==> src/rtl/pcie_pkg.sv <==
// Shared definitions for the PCIe transaction-block feeders: FSM state
// encodings and the field layout of the 6-bit {VC, dest, data} word.
package pcie_pkg;

    typedef enum logic [1:0] {
        ST_IDLE  = 2'd0,
        ST_INIT  = 2'd1,
        ST_RUN   = 2'd2,
        ST_ERROR = 2'd3
    } estado_t;

    localparam int WIDTH_DEF = 6;
    localparam int VC_BIT    = 5;
    localparam int DEST_BIT  = 4;
    localparam int DATA_MSB  = 3;

endpackage

==> src/rtl/fifo_sinc.sv <==
// Parameterised synchronous FIFO (power-of-two depth) with write/read strobes,
// full/empty flags derived from a registered occupancy count, and a flush.
module fifo_sinc #(
    parameter int WIDTH = 6,
    parameter int DEPTH = 4
) (
    input  logic                     clk,
    input  logic                     reset,
    input  logic                     flush,
    input  logic                     wr,
    input  logic [WIDTH-1:0]         wr_data,
    input  logic                     rd,
    output logic [WIDTH-1:0]         rd_data,
    output logic                     full,
    output logic                     empty,
    output logic [$clog2(DEPTH):0]   count
);

    localparam int AW = $clog2(DEPTH);
    localparam int CW = AW + 1;

    logic [WIDTH-1:0] mem_q [DEPTH];
    logic [AW-1:0]    wr_ptr_q, wr_ptr_d;
    logic [AW-1:0]    rd_ptr_q, rd_ptr_d;
    logic [CW-1:0]    count_q, count_d;
    logic             wr_ok_s, rd_ok_s;

    assign full    = (count_q == CW'(DEPTH));
    assign empty   = (count_q == {CW{1'b0}});
    assign count   = count_q;
    assign rd_data = mem_q[rd_ptr_q];
    assign wr_ok_s = wr && !full && !flush;
    assign rd_ok_s = rd && !empty && !flush;

    // Next pointer and occupancy values.
    always_comb begin
        wr_ptr_d = wr_ptr_q;
        rd_ptr_d = rd_ptr_q;
        count_d  = count_q;
        if (flush) begin
            wr_ptr_d = {AW{1'b0}};
            rd_ptr_d = {AW{1'b0}};
            count_d  = {CW{1'b0}};
        end else begin
            if (wr_ok_s) begin
                wr_ptr_d = wr_ptr_q + AW'(1);
            end else begin
                wr_ptr_d = wr_ptr_q;
            end
            if (rd_ok_s) begin
                rd_ptr_d = rd_ptr_q + AW'(1);
            end else begin
                rd_ptr_d = rd_ptr_q;
            end
            case ({wr_ok_s, rd_ok_s})
                2'b10:   count_d = count_q + CW'(1);
                2'b01:   count_d = count_q - CW'(1);
                default: count_d = count_q;
            endcase
        end
    end

    // Pointer, count and storage registers.
    always_ff @(posedge clk) begin
        if (reset) begin
            wr_ptr_q <= {AW{1'b0}};
            rd_ptr_q <= {AW{1'b0}};
            count_q  <= {CW{1'b0}};
            for (int i = 0; i < DEPTH; i++) begin
                mem_q[i] <= {WIDTH{1'b0}};
            end
        end else begin
            wr_ptr_q <= wr_ptr_d;
            rd_ptr_q <= rd_ptr_d;
            count_q  <= count_d;
            if (wr_ok_s) begin
                mem_q[wr_ptr_q] <= wr_data;
            end
        end
    end

endmodule

==> src/rtl/alimentador_mf.sv <==
// Ingress feeder for the main FIFO: buffers source words in a local FIFO and
// forwards them while the main FIFO is neither pausing nor in error.
module alimentador_mf
    import pcie_pkg::*;
#(
    parameter int WIDTH = WIDTH_DEF,
    parameter int DEPTH = 4,
    parameter int CNT_W = 8
) (
    input  logic             clk,
    input  logic             reset,
    input  logic             init,
    input  logic             in_valid,
    input  logic [WIDTH-1:0] in_data,
    output logic             in_ready,
    input  logic             pausa_mf,
    input  logic             error_in,
    output logic             push,
    output logic [WIDTH-1:0] data_out,
    output logic [CNT_W-1:0] cnt_vc0,
    output logic [CNT_W-1:0] cnt_vc1,
    output logic [1:0]       estado,
    output logic             vacio
);

    estado_t          state_q, state_d;
    logic             push_q, push_d;
    logic [WIDTH-1:0] data_q, data_d;
    logic [CNT_W-1:0] cnt0_q, cnt0_d;
    logic [CNT_W-1:0] cnt1_q, cnt1_d;

    logic                  fifo_wr_s, fifo_rd_s, fifo_flush_s;
    logic [WIDTH-1:0]      fifo_head_s;
    logic                  fifo_full_s, fifo_empty_s;
    logic [$clog2(DEPTH):0] fifo_count_s;

    function automatic logic [CNT_W-1:0] sat_inc(input logic [CNT_W-1:0] v);
        if (v == {CNT_W{1'b1}}) begin
            sat_inc = v;
        end else begin
            sat_inc = v + CNT_W'(1);
        end
    endfunction

    fifo_sinc #(.WIDTH(WIDTH), .DEPTH(DEPTH)) u_fifo (
        .clk     (clk),
        .reset   (reset),
        .flush   (fifo_flush_s),
        .wr      (fifo_wr_s),
        .wr_data (in_data),
        .rd      (fifo_rd_s),
        .rd_data (fifo_head_s),
        .full    (fifo_full_s),
        .empty   (fifo_empty_s),
        .count   (fifo_count_s)
    );

    // Ready comes from registered state and occupancy, so a pop cannot open a full FIFO early.
    assign in_ready = (state_q == ST_RUN) && !fifo_full_s;
    assign vacio    = (fifo_count_s == {($clog2(DEPTH)+1){1'b0}});
    assign push     = push_q;
    assign data_out = data_q;
    assign cnt_vc0  = cnt0_q;
    assign cnt_vc1  = cnt1_q;
    assign estado   = state_q;

    // State transitions, handshake and forwarding decisions.
    always_comb begin
        state_d      = state_q;
        push_d       = 1'b0;
        data_d       = data_q;
        cnt0_d       = cnt0_q;
        cnt1_d       = cnt1_q;
        fifo_wr_s    = 1'b0;
        fifo_rd_s    = 1'b0;
        fifo_flush_s = 1'b0;
        if (init) begin
            state_d      = ST_INIT;
            fifo_flush_s = 1'b1;
            cnt0_d       = {CNT_W{1'b0}};
            cnt1_d       = {CNT_W{1'b0}};
        end else begin
            case (state_q)
                ST_IDLE:  state_d = ST_IDLE;
                ST_INIT:  state_d = ST_RUN;
                ST_RUN: begin
                    fifo_wr_s = in_valid && in_ready;
                    if (error_in) begin
                        state_d = ST_ERROR;
                    end else if (!pausa_mf && !fifo_empty_s) begin
                        fifo_rd_s = 1'b1;
                        push_d    = 1'b1;
                        data_d    = fifo_head_s;
                        if (fifo_head_s[VC_BIT]) begin
                            cnt1_d = sat_inc(cnt1_q);
                        end else begin
                            cnt0_d = sat_inc(cnt0_q);
                        end
                    end else begin
                        push_d = 1'b0;
                    end
                end
                ST_ERROR: state_d = ST_ERROR;
                default:  state_d = ST_IDLE;
            endcase
        end
    end

    // FSM and registered outputs.
    always_ff @(posedge clk) begin
        if (reset) begin
            state_q <= ST_IDLE;
            push_q  <= 1'b0;
            data_q  <= {WIDTH{1'b0}};
            cnt0_q  <= {CNT_W{1'b0}};
            cnt1_q  <= {CNT_W{1'b0}};
        end else begin
            state_q <= state_d;
            push_q  <= push_d;
            data_q  <= data_d;
            cnt0_q  <= cnt0_d;
            cnt1_q  <= cnt1_d;
        end
    end

endmodule

==> config.mk <==
export PLATFORM = sky130hd
export DESIGN_NAME = alimentador_mf
export DESIGN_NICKNAME = d
export VERILOG_FILES = /design/src/rtl/pcie_pkg.sv /design/src/rtl/fifo_sinc.sv /design/src/rtl/alimentador_mf.sv
export SDC_FILE = /design/constraint.sdc
export NUM_CORES = 1
export LEC_CHECK = 0
export ABC_AREA = 1
export CAP_MARGIN = 20
export CORE_MARGIN = 10
export CORE_UTILIZATION = 35
export CTS_CLUSTER_DIAMETER = 120
export DETAILED_ROUTE_END_ITERATION = 16
export PLACE_DENSITY_LB_ADDON = 0.2
export SLEW_MARGIN = 20
export SYNTH_ARGS = -nofsm -noshare
export SYNTH_HDL_FRONTEND = slang
export SYNTH_SLANG_ARGS = --single-unit
==> constraint.sdc <==
create_clock -name clk -period 6.7 [get_ports clk]
set_input_delay 2.01 -clock clk [delete_from_list [all_inputs] [get_ports clk]]
set_output_delay 2.01 -clock clk [all_outputs]
set_load 0.005 [all_outputs]
==> impl_metrics.py <==
metrics = {
    "outcome": {
        "status": "finished clean",
    },
    "critical_path": {
        "critPathLaunch": "error_in",
        "cp-start-kind": "input port",
        "critPathArrivalTime_ns": 4.11,
        "critPathKind": "input port to flop",
        "r2r-start": "estado[1]",
        "worst_ep_required_time_ns": 6.92,
        "path_max_fanout": 9,
        "endpoint_kind": "flop",
    },
    "grt": {
        "grt_max_degree": 22,
        "grt_pass1_vias": 2277,
        "track_usage": 0.108,
        "grt.overflow.total": 0,
        "grt_pass1_wl_um": 11300,
        "antenna_found_initial": 0,
    },
    "placed_design": {
        "dpl.hpwl_um": 5040,
        "io_buffers": 38,
        "post_dp_cell_area_um2": 3440,
        "globalplace.congestion": 0.803,
        "dp_slack_ns": 2.46,
    },
    "yosys": {
        "synth_area_leaders": "edfxtp_1 24%, dfxtp_1 23%, nor2_1 7.5%, nand2_1 7.0%, inv_1 5.2%",
        "synth_cell_types": 31,
        "ys_seq_area_frac": 0.476,
        "synth_top_area_cell": "edfxtp_1",
        "yosys-top-cells-count": "59 x nor2_1, 55 x nand2_1, 41 x inv_1, 34 x dfxtp_1, 24 x edfxtp_1",
        "synth_top_area_share": 0.245,
        "yosys.cell_count.top_type": "nor2_1",
        "async_reset_ff_frac": 0,
        "yosys_warnings": 0,
        "syn_avg_cell_area_um2": 8.47,
        "synth_edf_count": 24,
        "synth-seq-cells": 58,
        "synth-main-ff-cell": "dfxtp_1",
        "syn_area_um2": 2950,
        "syn_inst": 348,
        "syn_nets": 364,
    },
    "cells_and_area": {
        "drive_gt1_frac": 0.136,
        "n_antenna_cell": 0,
        "regArea_um2": 1400,
        "fin_nets": 409,
        "fill_cells": 805,
        "final_area_um2": 3640,
        "layout-area-overhead-vs-synth_pct": 23.7,
        "multiInputGateArea_um2": 1340,
    },
    "timing": {
        "tns_ns": 0,
        "final_hold_viol_count": 0,
        "fin_skew_ns": 0.00759,
        "fin_crit_sh": 0.581,
        "rsz0062_at_grt": "false",
        "slew_viol_final": 0,
        "setup_viol": 0,
        "tightest_slew_ns": 0.881,
        "fin_crit_ns": 3.89,
        "worst_slack_ns": 2.81,
        "fin_hold_ws_ns": 0.489,
        "max_freq_mhz": 257,
        "slew_headroom": 0.408,
    },
    "clock_network": {
        "clockRootBuffer": "clkbuf_8",
        "cts_inserted_buffers": 9,
        "hold_buffers": 0,
        "post_cts_buffers": 0,
        "clk_path_buf_depth": 2,
        "cts_tree": "yes",
        "cts-htree-levels": 3,
        "clock_latency_ns": 0.33,
        "cts.sinks": 58,
        "clkSlewWorstSetupHoldPaths_ns": 0.07,
        "cts_resized": 0,
    },
    "power_and_ir_drop": {
        "p_sw_mw": 0.172,
        "p_per_area_nw_per_um2": 201,
        "power_frac_seq": 0.514,
        "p_leak_nw": 1.36,
        "clockPowerShare": 0.444,
        "irDropWorstVdd_mv": 0.131,
        "combPwrFrac": 0.042,
        "intPower_mw": 0.558,
        "p_sw_frac": 0.236,
        "power_mw": 0.731,
    },
    "routing": {
        "finalWirelength_um": 6510,
        "vias": 2309,
        "dr.pass1.iters": 4,
        "ant_nets": 0,
        "drtIter0Drc": 97,
        "drc": 0,
        "vias_per_cell": 4.59,
        "avgRoutedWirePerCell_um": 12.9,
    },
    "min_path": {
        "hold_start": "estado[0]",
        "hp-class": "flop to flop",
    },
    "floorplan": {
        "start_util": 0.359,
        "core_area_um2": 8220,
        "dieHeight_um": 112,
        "die-area_um2": 12500,
        "ios": 39,
        "die_width_um": 112,
        "std_cell_rows": 33,
    },
    "run": {
        "maxCapViolCount": 0,
    },
}
==> layout by cell type, fill, tap and decap left out, types with 4 or more instances in the layout <==
| cell type | instances |
|---|---|
| a21oi_1 | 23 |
| dfxtp_1 | 34 |
| clkbuf_8 | 9 |
| o21ai_1 | 5 |
| o21ai_0 | 21 |
| nand2_1 | 55 |
| xor2_1 | 5 |
| edfxtp_1 | 24 |
| nand3_1 | 22 |
| nand3_4 | 4 |
| nand2_4 | 4 |
| nor2_1 | 59 |
| o22ai_1 | 5 |
| inv_1 | 41 |
| nor2_4 | 10 |
| clkdlybuf4s50_1 | 38 |
| inv_2 | 7 |
| nand2_2 | 6 |
==> flip-flops by register name (all words and copies together), names as in the netlist, named ones only <==
name / count
u_fifo.mem_q: 24
cnt_vc0: 8
cnt_vc1: 8
data_out: 6
u_fifo.count: 3
estado: 2
u_fifo.rd_ptr_q: 2
u_fifo.wr_ptr_q: 2
push: 1
==> cell families after synthesis <==
logic type,share of synthesized area
simple gates,0.311
compound gates,0.104
flops,0.476
buf+inv,0.0688
xor+xnor,0.0208
fa+ha+maj,0.0195
==> per-layer routing <==
metal / share of wire / track usage / wire [um]
met1: 0.49 / 0.142 / 3160
met2: 0.45 / 0.159 / 2940
met3: 0.051 / 0.0392 / 333
met4: 0.012 / 0.0403 / 75
met5: 0 / 0 / 0
==> worst paths after layout <==
check	end	slack [ns]	cells after the start
max	u_fifo.count[2]	2.81	11
max reg2reg	u_fifo.count[2]	4.49	11
min reg2reg	estado[1]	0.49	2
min	estado[1]	0.49	2
==> critical path, stage by stage <==
cell and delay, ns:
clkdlybuf4s50_1 0.46, nor2_4 0.14, nand3_4 0.14, nor2_4 0.24, ha_1 0.18, inv_1 0.07
fa_1 0.38, a21oi_1 0.14, o21ai_0 0.11, o21ai_0 0.18, a21oi_1 0.05
==> stage by stage <==
stage,util,std cells
5_1_grt,0.443,503
3_5_place_dp,0.419,487
2_1_floorplan,-,348
4_1_cts,0.443,503
3_3_place_gp,0.419,487
6_report,0.443,503
==> area by class of cell <==
type / instances / area share
multi-input combinational: 237 / 0.368
sequential: 58 / 0.385
clock buffer: 9 / 0.0340
inverter: 49 / 0.0508
clock inverter: 7 / 0.0216
timing repair buffer: 38 / 0.104
tap: 105 / 0.0361
==> power by group through the flow <==
stage | sequential, mW | clock (mW) | combinational [mW]
2_1_floorplan | 0.382 | 0 | 0.0176
3_3_place_gp | 0.383 | 0 | 0.0310
3_5_place_dp | 0.383 | 0 | 0.0310
4_1_cts | 0.375 | 0.332 | 0.0311
5_1_grt | 0.376 | 0.351 | 0.0338
6_report | 0.375 | 0.325 | 0.0305
Note: power is estimated with default switching activity, not from simulation.
